$ cat config.mk
export PLATFORM = sky130hd
export DESIGN_NAME = fft_stage_sequencer
export DESIGN_NICKNAME = d
export VERILOG_FILES = /design/src/rtl/fft_stage_sequencer.sv
export SDC_FILE = /design/constraint.sdc
export NUM_CORES = 1
export LEC_CHECK = 0
export CORE_ASPECT_RATIO = 0.6
export CORE_UTILIZATION = 31
export CTS_BUF_LIST = sky130_fd_sc_hd__clkbuf_8
export DETAILED_ROUTE_END_ITERATION = 7
export GPL_TIMING_DRIVEN = 0
export MAX_ROUTING_LAYER = met4
export SKIP_LAST_GASP = 1
export SLEW_MARGIN = 10
export SYNTH_ARGS = -nofsm -noshare
export SYNTH_HDL_FRONTEND = slang
export SYNTH_SLANG_ARGS = --single-unit
$ cat constraint.sdc
create_clock -name clk -period 8.45 [get_ports clk]
set_input_delay 0.845 -clock clk [delete_from_list [all_inputs] [get_ports clk]]
set_output_delay 0.845 -clock clk [all_outputs]
set_load 0.05 [all_outputs]
$ cat src/rtl/fft_stage_sequencer.sv
// Address sequencer for an in-place radix-2 DIT FFT: issues butterfly read and twiddle
// addresses stage by stage, then replays them delayed by BF_LAT as write-back addresses.
module fft_stage_sequencer #(
  parameter int N      = 16,
  parameter int SIZE   = 4,
  parameter int BF_LAT = 3
) (
  input  logic            clk,
  input  logic            rst,
  input  logic            start_i,
  output logic            rd_en_o,
  output logic [SIZE-1:0] rd_addr_a_o,
  output logic [SIZE-1:0] rd_addr_b_o,
  output logic [SIZE-2:0] tw_addr_o,
  output logic            wr_en_o,
  output logic [SIZE-1:0] wr_addr_a_o,
  output logic [SIZE-1:0] wr_addr_b_o,
  output logic [SIZE-1:0] stage_o,
  output logic            busy_o,
  output logic            done_o
);

  localparam int CW = (BF_LAT > 1) ? $clog2(BF_LAT) : 1;
  localparam logic [SIZE-2:0] K_LAST     = (SIZE-1)'(N/2 - 1);
  localparam logic [SIZE-1:0] STAGE_LAST = SIZE'(SIZE - 1);
  localparam logic [CW-1:0]   CNT_LAST   = CW'(BF_LAT - 1);

  typedef enum logic [1:0] {IDLE, RUN, DRAIN, DONE} state_e;

  typedef struct packed {
    logic            v;
    logic [SIZE-1:0] a;
    logic [SIZE-1:0] b;
  } wb_t;

  state_e          state_q, state_d;
  logic [SIZE-2:0] k_q, k_d;
  logic [SIZE-1:0] stage_q, stage_d;
  logic [CW-1:0]   cnt_q, cnt_d;

  logic            rd_en_q, rd_en_d;
  logic [SIZE-1:0] rd_a_q, rd_a_d;
  logic [SIZE-1:0] rd_b_q, rd_b_d;
  logic [SIZE-2:0] tw_q, tw_d;
  logic [SIZE-1:0] stage_o_q, stage_o_d;
  logic            busy_q, busy_d;
  logic            done_q, done_d;
  wb_t             wb_q [BF_LAT];
  wb_t             wb_d [BF_LAT];

  logic [SIZE-1:0] kx, half, pos, a_nx;

  // State register: FSM, counters, registered outputs and write-back delay line.
  always_ff @(posedge clk) begin
    if (rst) begin
      state_q   <= IDLE;
      k_q       <= '0;
      stage_q   <= '0;
      cnt_q     <= '0;
      rd_en_q   <= 1'b0;
      rd_a_q    <= '0;
      rd_b_q    <= '0;
      tw_q      <= '0;
      stage_o_q <= '0;
      busy_q    <= 1'b0;
      done_q    <= 1'b0;
      for (int unsigned i = 0; i < BF_LAT; i++) wb_q[i] <= '0;
    end else begin
      state_q   <= state_d;
      k_q       <= k_d;
      stage_q   <= stage_d;
      cnt_q     <= cnt_d;
      rd_en_q   <= rd_en_d;
      rd_a_q    <= rd_a_d;
      rd_b_q    <= rd_b_d;
      tw_q      <= tw_d;
      stage_o_q <= stage_o_d;
      busy_q    <= busy_d;
      done_q    <= done_d;
      for (int unsigned i = 0; i < BF_LAT; i++) wb_q[i] <= wb_d[i];
    end
  end

  // Next-state logic; k_q is the butterfly index being issued while in RUN.
  always_comb begin
    state_d = state_q;
    k_d     = k_q;
    stage_d = stage_q;
    cnt_d   = cnt_q;
    case (state_q)
      IDLE: begin
        if (start_i) begin
          state_d = RUN;
          k_d     = '0;
          stage_d = '0;
        end
      end
      RUN: begin
        if (k_q == K_LAST) begin
          state_d = DRAIN;
          cnt_d   = '0;
        end else begin
          k_d = k_q + 1'b1;
        end
      end
      DRAIN: begin
        if (cnt_q == CNT_LAST) begin
          if (stage_q == STAGE_LAST) begin
            state_d = DONE;
          end else begin
            state_d = RUN;
            stage_d = stage_q + 1'b1;
            k_d     = '0;
          end
        end else begin
          cnt_d = cnt_q + 1'b1;
        end
      end
      DONE:    state_d = IDLE;
      default: state_d = IDLE;
    endcase
  end

  // Outputs are registered from the next state so rd_en_o rises the cycle after start_i.
  // addr_a = grp*2*half + pos is computed as k + (k with the pos bits cleared).
  always_comb begin
    kx   = SIZE'(k_d);
    half = SIZE'(1) << stage_d;
    pos  = kx & (half - SIZE'(1));
    a_nx = kx + (kx & ~(half - SIZE'(1)));

    rd_en_d   = (state_d == RUN);
    rd_a_d    = rd_a_q;
    rd_b_d    = rd_b_q;
    tw_d      = tw_q;
    stage_o_d = stage_d;
    busy_d    = (state_d == RUN) || (state_d == DRAIN);
    done_d    = (state_d == DONE);
    if (state_d == RUN) begin
      rd_a_d = a_nx;
      rd_b_d = a_nx + half;
      tw_d   = (SIZE-1)'(pos) << (STAGE_LAST - stage_d);
    end

    wb_d[0] = '{v: rd_en_q, a: rd_a_q, b: rd_b_q};
    for (int unsigned i = 1; i < BF_LAT; i++) wb_d[i] = wb_q[i-1];
  end

  assign rd_en_o     = rd_en_q;
  assign rd_addr_a_o = rd_a_q;
  assign rd_addr_b_o = rd_b_q;
  assign tw_addr_o   = tw_q;
  assign stage_o     = stage_o_q;
  assign busy_o      = busy_q;
  assign done_o      = done_q;
  assign wr_en_o     = wb_q[BF_LAT-1].v;
  assign wr_addr_a_o = wb_q[BF_LAT-1].a;
  assign wr_addr_b_o = wb_q[BF_LAT-1].b;

endmodule

# Word-level counts from Yosys, hierarchy flattened
# Memories as Yosys holds them, arrays and structs flattened.
# Index checks and enable logic that the tools add are counted.
# Widths: inputs -> output; s select.
word_totals:
  ff_bits: 25
  ramBits: 27
  out_inout_bits: 27
  n_memories: 1
op_classes:
  n_addsub: 7
  eq_ne: 11
  shifts: 2
  n_mux: 23
  n_bitwise: 6
  n_reduce_logical: 4
memory_table:
  columns: ["memory", "words", "width", "rd", "rd_ports_with_merged_regs", "wr", "line_no", "source"]
  rows:
  - ["wb_q", 3, 9, 3, 0, 3, "48", "wb_t wb_q [BF_LAT];"]
ops:
  columns: ["operator", "count"]
  rows:
  - ["$mux 9", 3]
  - ["$mux 2", 6]
  - ["$mux 3", 4]
  - ["$mux 4", 3]
  - ["$eq 2x2->1 const B", 5]
  - ["$pmux 3 s3", 1]
  - ["$pmux 2 s4", 1]
  - ["$pmux 4 s2", 1]
  - ["$add 3x4->4", 1]
  - ["$add 4x1->4 const B", 1]
  - ["$add 4x4->4", 1]
  - ["$and 3x4->4", 1]
  - ["$eq 2x1->1 const B", 2]
  - ["$eq 4x2->1 const B", 1]
  - ["$ne 2x2->1 const B", 2]
  - ["$not 4->4", 1]
  - ["$pmux 2 s2", 1]
  - ["$shl 1x4->4 const A", 1]
  - ["$shl 3x4->3", 1]
  - ["$sub 2x4->4 const A", 1]
  - ["$sub 4x1->4 const B", 1]
  - ["$add 3x1->3 const B", 1]
  - ["$and 3x3->3", 1]
  - ["$eq 3x3->1 const B", 1]
  - ["7 further kinds", 11]

# Longest topological paths before layout
# Gate-level depths: netlist of the first run.
depth:
  depth_word: 10
  depth_mapped: 17

# Worst setup path before layout of the first run
# Ideal clock, no wire load.
synth_timing:
  path_kind: "register to register"
  from: "reg, netlist name stage_o[0]"
  to: "reg rd_b_q[3] (netlist: rd_addr_b_o[3])"
  setup_time_ns: 0.124
  arrival_ns: 3.583
  t_required_ns: 8.326
  path_slack_ns: 4.743
  stages_incl_launch_ff: 16
  path_buffers: 0
  period_less_slack_ns: 3.707
  cell_sequence: "dfxtp_1 ha_1 or3b_1 nand2_1 o311a_1 nand4_1 ha_1 nor2_1 ha_1 nor2_1 xor2_1 ha_1 a21oi_1 xnor2_1 o21ba_2 mux2i_1"
synth_rtl:
  columns: ["element", "line_no", "source"]
  rows:
  - ["end signal: assignment", "75", "rd_b_q <= rd_b_d;"]
  - ["end: declaration", "43", "logic [SIZE-1:0] rd_b_q, rd_b_d;"]

# Worst setup path after layout of the first run
layout_timing:
  from: "in start_i"
  to: "reg rd_b_q[3] (netlist: rd_addr_b_o[3])"
layout_via:
  elab_chain_cells: 8
  elab_cells_between_ends: 13
  cone_classes: "3 x add/sub; 1 x eq/ne; 1 x shift; 6 x mux; 2 x bitwise"
layout_lines:
  columns: ["element", "line_no", "source"]
  rows:
  - ["start: declaration", "10", "input logic start_i,"]
  - ["$mux 4", "92", "if (start_i) begin"]
  - ["$pmux 4 s2", "90", "case (state_q)"]
  - ["$shl 1x4->4", "128", "half = SIZE'(1) << stage_d;"]
  - ["$sub 4x1->4", "130", "a_nx = kx + (kx & ~(half - SIZE'(1)));"]
  - ["$not 4->4", "130", null]
  - ["$and 3x4->4", "130", null]
  - ["$add 3x4->4 *", "130", null]
  - ["named net a_nx[2]", "51", "logic [SIZE-1:0] kx, half, pos, a_nx;"]
  - ["$add 4x4->4 *", "141", "rd_b_d = a_nx + half;"]
# The timed path passes the listed nets; every way through them passes the cells marked *.
# A chain may end at the register's enable or synchronous reset.

==> reports/qor.csv, run 1 <==
metric;value;unit
Leak;1.124;nW
synth warn;0;
initial antenna violation count;0;
sequential share of the synthesized area;45.37;%
Post CTS Setup Buffer Count;0;
Rows;23;
initial core utilization;33.22;%
Antenna Nets Post-Route;0;
Die Span Y;68.65;um
vias in the first global route;1586;
clock latency on the worst-skew pair;0.31;ns
die area;7762;um^2
Fmax;243.2;MHz
Placeable Area;6907;um^2
CP peak stage delay;0.52;ns
chip width;113.1;um
clock slew at reported path FFs;0.10;ns
reg-to-reg slack, setup;4.56;ns
final hold viol count;0;
crit end category;flip-flop;
Post-synth EDFFs;0;
number of CTS-inserted buffers;5;
largest net degree at the start of global routing;18;
worst-path cell chain;clkdlybuf4s50_1, nor2_1, o21ai_0, o311a_1, nand4_1, ha_1, nor2_1, ha_1, nor2_1, xor2_1, ha_1, a21oi_1, xnor2_1, o21ba_2, mux2i_1;
Filler Cell Count;709;
Final Setup Violations;0;
Finished Cell Area;2809;um^2
total congestion overflow;0;
hold path depth;1;
Worst R2R End;rd_addr_b_o[3];
dpl cells;352;
R2R depth;15;
normalized max-slew margin;45.65;%
R2R Path Start;stage_o[0];
status;finished, final reports clean;
Top Ports;30;
Final Critical Period;4.113;ns
1st-pass router iterations;4;
dpl hpwl;3391;um
flops & latches, synth;52;
final worst slack;4.337;ns
CTS Hold Bufs;0;
placed inst area;2694;um^2
clk_skew;0.009195;ns
Via density;4.633;
setup_tns;0;ns
DRT iter0 DRCs;95;
commonest non-fill, non-tap cell in the layout;dfxtp_1;
Cells after Synth;236;
Root Buffer;clkbuf_8;
DRC viols;0;
Hold EP;wb_q[0][9];
H-tree depth;2;
CTS sink count;52;
CTS tree;yes;
non-filler cells, final;360;
P&R area growth vs syn;22.41;%
buffers added on ports;29;
wirelength, routed;4571;um
critical path launch point type;input pin;
CP arrival;4.31;ns
Via Count;1668;
VDD IR-drop max;0.07487;mV
layout cells sized above 1;10.99;%
All-Layer GR Usage;13.37;%
syn avg cell area;9.723;um^2
first-pass GRT wire length;7748;um
Unique masters post-synth;51;
commonest non-fill, non-tap cells in the layout;dfxtp_1 (52), nor2b_1 (34), clkdlybuf4s50_1 (29);
Final Max Slew Viols;0;
Worst-Margin Slew;0.8104;ns
max cap viols;0;
worst hold start;wb_q[0][0];
ys async rst share;0;%
Critical Path RT;8.64;ns
dpl ws;4.071;ns
Hold WS;0.4418;ns
CP Max Fanout;6;
CTS max path bufs;2;
cts repair resizes;0;
unrepaired setup endpoints after global routing;false;
cell at the slowest stage of the critical path;clkdlybuf4s50_1;
wire per inst;12.70;um
mapped cell area;2295;um^2
Mapped Nets;249;
Final period util;48.67;%
critical path type;in2reg;
ys flop type;dfxtp_1;
PwrDens;170.6;nW/um^2
Final GP Congestion;0.8185;
worst hold path type;reg2reg;
Ant. Diodes;0;
fin nets;285;
[synthesized netlist by cell type, types with 2 or more instances]
library cell / instances / area (um^2)
o311ai_1: 2 / 17.52
ha_1: 9 / 112.6
nor2_1: 21 / 78.83
nand2b_1: 4 / 25.02
a211o_1: 3 / 26.28
and3b_1: 2 / 17.52
mux2i_1: 5 / 50.05
nand4b_1: 2 / 17.52
o21a_1: 5 / 37.54
a211oi_1: 3 / 22.52
a21oi_1: 8 / 40.04
dfxtp_1: 52 / 1041
nand3_1: 5 / 25.02
buf_4: 9 / 67.56
nor3_1: 7 / 35.03
inv_1: 7 / 26.28
o211ai_1: 2 / 15.01
buf_1: 2 / 7.510
o21ai_0: 6 / 30.03
xor2_1: 3 / 26.28
nand2_1: 7 / 26.28
nand4_1: 4 / 25.02
clkbuf_1: 5 / 18.77
nor2b_1: 34 / 212.7
xnor2_1: 3 / 26.28
[sequential cells by signal (all words and copies together), names as in the netlist, 2 cells and up]
register and count:
rd_addr_a_o 4, state_q 2, rd_addr_b_o 4, wb_q 27
k_q 3, cnt_q 2, stage_o 4, tw_addr_o 3
[worst max-delay path: cells and delay by family]
kind	cells	cell delay (ns)
fa+ha+maj	3	0.87
compound gates	4	0.97
simple gates	4	0.67
mux	1	0.06
xor+xnor	2	0.38
buf+inv	1	0.52
[through the flow]
step | power (mW) | utilization [%]
floorplan | 0.2952 | -
global placement | 0.3096 | 39.00
detailed placement | 0.3097 | 39.00
CTS | 0.4824 | 40.67
global route | 0.4989 | 40.67
finish | 0.4792 | 40.67
[metal layers]
metal | vias to the layer above | share of wire (%) | global-route usage (%)
met5 | - | 0 | -
met4 | 0 | 1.2 | 3.947
met3 | 6 | 5.0 | 3.584
met2 | 35 | 37 | 17.87
met1 | 759 | 57 | 19.27
li1 | 868 | - | -
[layout make-up]
type                    instances  area, um^2  area share, %
plain buffers                  18       110.1          3.920
clock buffers                   5       68.82          2.450
clock inverters                 3       46.29          1.648
inverters                       7       26.28         0.9354
multi-input cells             159        1117          39.78
flip-flops and latches         52        1041          37.06
well taps                      87       108.9          3.875
repair buffers                 29       290.3          10.33
[where the power goes]
group | leakage [nW] | internal, mW | switching (mW)
logic | 0.647 | 0.0189 | 0.0303
registers | 0.423 | 0.252 | 0.00315
clock network | 0.0548 | 0.0893 | 0.0858
total | 1.12 | 0.360 | 0.119
[worst max-delay path by stage]
stage | start | endpoint | slack, ns | cells after the start
finish | start_i | rd_addr_b_o[3] | 4.34 | 15
detailed placement | start_i | rd_addr_b_o[3] | 4.07 | 15
CTS | start_i | rd_addr_b_o[3] | 4.38 | 15
global placement | start_i | rd_addr_b_o[3] | 4.12 | 15
global route | start_i | rd_addr_b_o[3] | 4.14 | 15
floorplan | stage_o[0] | rd_addr_b_o[3] | 4.74 | 15
[logic make-up (layout without fill, tap and decap cells)]
logic type      after synthesis  count (layout)  share of synthesized area (%)
xor+xnor                      6               6                          2.290
mux                           7               7                          3.271
fa+ha+maj                    10              10                          5.780
flops                        52              52                          45.37
simple gates                 96              96                          24.70
compound gates               39              39                          12.49
buf+inv                      25              62                          5.943
other cells                   1               1                         0.1634
Note: power is estimated with default switching activity, not from simulation.
==> run 2, diff against run 1 <==
==> constraint.sdc (replaced) <==
create_clock -name clk -period 3.6 [get_ports clk]
set_input_delay 0.36 -clock clk [delete_from_list [all_inputs] [get_ports clk]]
set_output_delay 0.36 -clock clk [all_outputs]
set_load 0.05 [all_outputs]
==> reports/qor.csv, run 2 (synthesis gave the netlist of run 1 again) <==
metric;value;unit;change
cell at the slowest stage of the critical path;dfxtp_4;;
Final Max Slew Viols;0;;unchanged
commonest non-fill, non-tap cell in the layout;dfxtp_1;;
crit end category;flip-flop;;
PwrDens;355.3;nW/um^2;+110%
P&R area growth vs syn;28.08;%;
Rows;23;;unchanged
dpl hpwl;3317;um;-2.2%
Final Setup Violations;0;;unchanged
worst-path cell chain;ha_2, nor3b_4, o211ai_1, o311a_1, nand4_1, ha_4, nor2_2, ha_1, nor2_4, xor2_1, ha_1, a21oi_2, xnor2_2, o21ba_2, mux2i_1;;
initial core utilization;33.22;%;unchanged
Top Ports;30;;unchanged
clock slew at reported path FFs;0.09;ns;about the same
worst hold path type;reg2reg;;
CP dominant cell by count;ha_1;;
R2R depth;15;;unchanged
CP peak stage delay;0.39;ns;-0.13 ns
H-tree depth;2;;unchanged
initial antenna violation count;0;;unchanged
R2R Path Start;stage_o[0];;
Final GP Congestion;0.8290;;+1.3%
buffers added on ports;29;;unchanged
Filler Cell Count;675;;-4.8%
DRC viols;0;;unchanged
Leak;1.180;nW;+4.9%
Worst R2R End;rd_addr_b_o[3];;
Placeable Area;6907;um^2;unchanged
fin nets;296;;+3.9%
Critical Path Start;stage_o[0];;
All-Layer GR Usage;13.37;%;unchanged
chip width;113.1;um;unchanged
Root Buffer;clkbuf_8;;
Ant. Diodes;0;;unchanged
vias in the first global route;1493;;-5.9%
CTS tree;yes;;
critical path endpoint;rd_addr_b_o[3];;
wirelength, routed;4771;um;+4.4%
Fmax;284.9;MHz;
commonest non-fill, non-tap cells in the layout;dfxtp_1 (49), nor2b_1 (33), clkdlybuf4s50_1 (29);;
wire per inst;12.86;um;+1.3%
first-pass GRT wire length;7603;um;-1.9%
total power;1.044;mW;+120%
DRT iter0 DRCs;103;;+8.4%
critical path type;reg2reg;;
most flop-heavy register;wb_q;;
Via Count;1732;;+3.8%
number of flip-flops in the largest register;27;;unchanged
critical path launch point type;flip-flop;;
die area;7762;um^2;unchanged
total congestion overflow;0;;unchanged
reg-to-reg slack, setup;0.09;ns;-4.47 ns
normalized max-slew margin;61.21;%;+16 points
multi-input logic area;1180;um^2;+5.6%
Antenna Nets Post-Route;0;;unchanged
number of CTS-inserted buffers;5;;unchanged
CTS max path bufs;2;;unchanged
Via density;4.668;;+0.76%
1st-pass router iterations;4;;unchanged
max cap viols;0;;unchanged
CP Max Fanout;7;;+1
clock latency on the worst-skew pair;0.30;ns;about the same
Worst-Margin Slew;0.5818;ns;-0.2286 ns
final hold viol count;0;;unchanged
clk_skew;0.005691;ns;-0.003504 ns
CP arrival;3.74;ns;-0.57 ns
status;finished, final reports clean;;
Final Critical Period;3.510;ns;
FF/Latch Area;1047;um^2;+0.60%
largest net degree at the start of global routing;17;;-1
Critical Path RT;3.83;ns;-4.81 ns
setup_tns;0;ns;unchanged
layout cells sized above 1;18.66;%;+7.7 points
Final period util;97.50;%;
VDD IR-drop max;0.1511;mV;+100%
CTS sink count;52;;unchanged
Die Span Y;68.65;um;unchanged
run 2: cell count changes in the layout (fill, tap and decap cells not counted), sizes merged:
| cell | change |
|---|---|
| buf | +11 |
| inv | -1 |
| clkinv | +3 |
| bufinv | -1 |
| clkinvlp | -1 |
run 2: worst min-delay path by stage:
stage,end,cells past startpoint,from,slack [ns]
floorplan,wb_q[0][10],1,wb_q[0][1],0.41
global placement,wb_q[0][17],1,wb_q[0][8],0.42
detailed placement,wb_q[0][26],1,wb_q[0][17],0.42
CTS,wb_q[0][9],1,wb_q[0][0],0.44
global route,wb_q[0][19],1,wb_q[0][10],0.46
finish,wb_q[0][9],1,wb_q[0][0],0.44
run 2: metal layers:
metal	vias to the layer above	share of wire, %	global-route usage (%)
li1	892	-	-
met5	-	0	-
met4	0	0.46	3.947
met2	52	35	16.56
met3	2	7.0	3.409
met1	786	57	20.29
run 2: final cells by class:
type	count	share of cell area (%)
Clock buffer	5	2.341
Sequential cell	52	35.63
Clock inverter	3	0.6386
Tap cell	87	3.704
Timing Repair Buffer	40	12.69
Inverter	7	0.8940
Buffer	18	3.959
Multi-Input combinational cell	159	40.14
run 2: critical path: cells and delay by family (launching register included):
kind,cells,cell delay (ns)
DFF,1,0.39
muxes,1,0.12
xor gates and xnor gates,2,0.26
AOI/OAI and AO/OA,4,1.08
and+or+nand+nor,4,0.52
adders and majority gates,4,1.05
run 2: timing repair:
item / CTS / global route
endpoints found under the setup margin: 1 / 2
hold buffers: 0 / 0
cloned: 0 / 0
resized for setup: 0 / 17
pin swaps: 1 / 10
setup buffers: 1 / 10
run 2: through the flow:
stage | setup WS, ns | util (%) | instance area, um^2 | cells | hold WS, ns
2_1_floorplan | 0.1220 | - | 2297 | 236 | 0.4138
3_3_place_gp | -0.2069 | 39.04 | 2696 | 352 | 0.4173
3_5_place_dp | -0.2218 | 39.04 | 2696 | 352 | 0.4226
4_1_cts | 0.004333 | 40.42 | 2791 | 361 | 0.4448
5_1_grt | -0.07666 | 42.55 | 2939 | 371 | 0.4594
6_report | 0.08995 | 42.55 | 2939 | 371 | 0.4379
run 2: where the power goes:
part | leakage (nW) | internal [mW] | total [mW] | switching (mW)
clock network | 0.0479 | 0.136 | 0.328 | 0.192
registers | 0.424 | 0.590 | 0.598 | 0.00747
logic | 0.708 | 0.0463 | 0.119 | 0.0724
==> run 3, diff against run 2 <==
--- a/config.mk
+++ b/config.mk
@@ -16,3 +16,4 @@
 export SYNTH_ARGS = -nofsm -noshare
 export SYNTH_HDL_FRONTEND = slang
 export SYNTH_SLANG_ARGS = --single-unit
+export TNS_END_PERCENT = 100
==> results of run 3 <==
Final layout, timing and power as in run 2 (identical DEF).
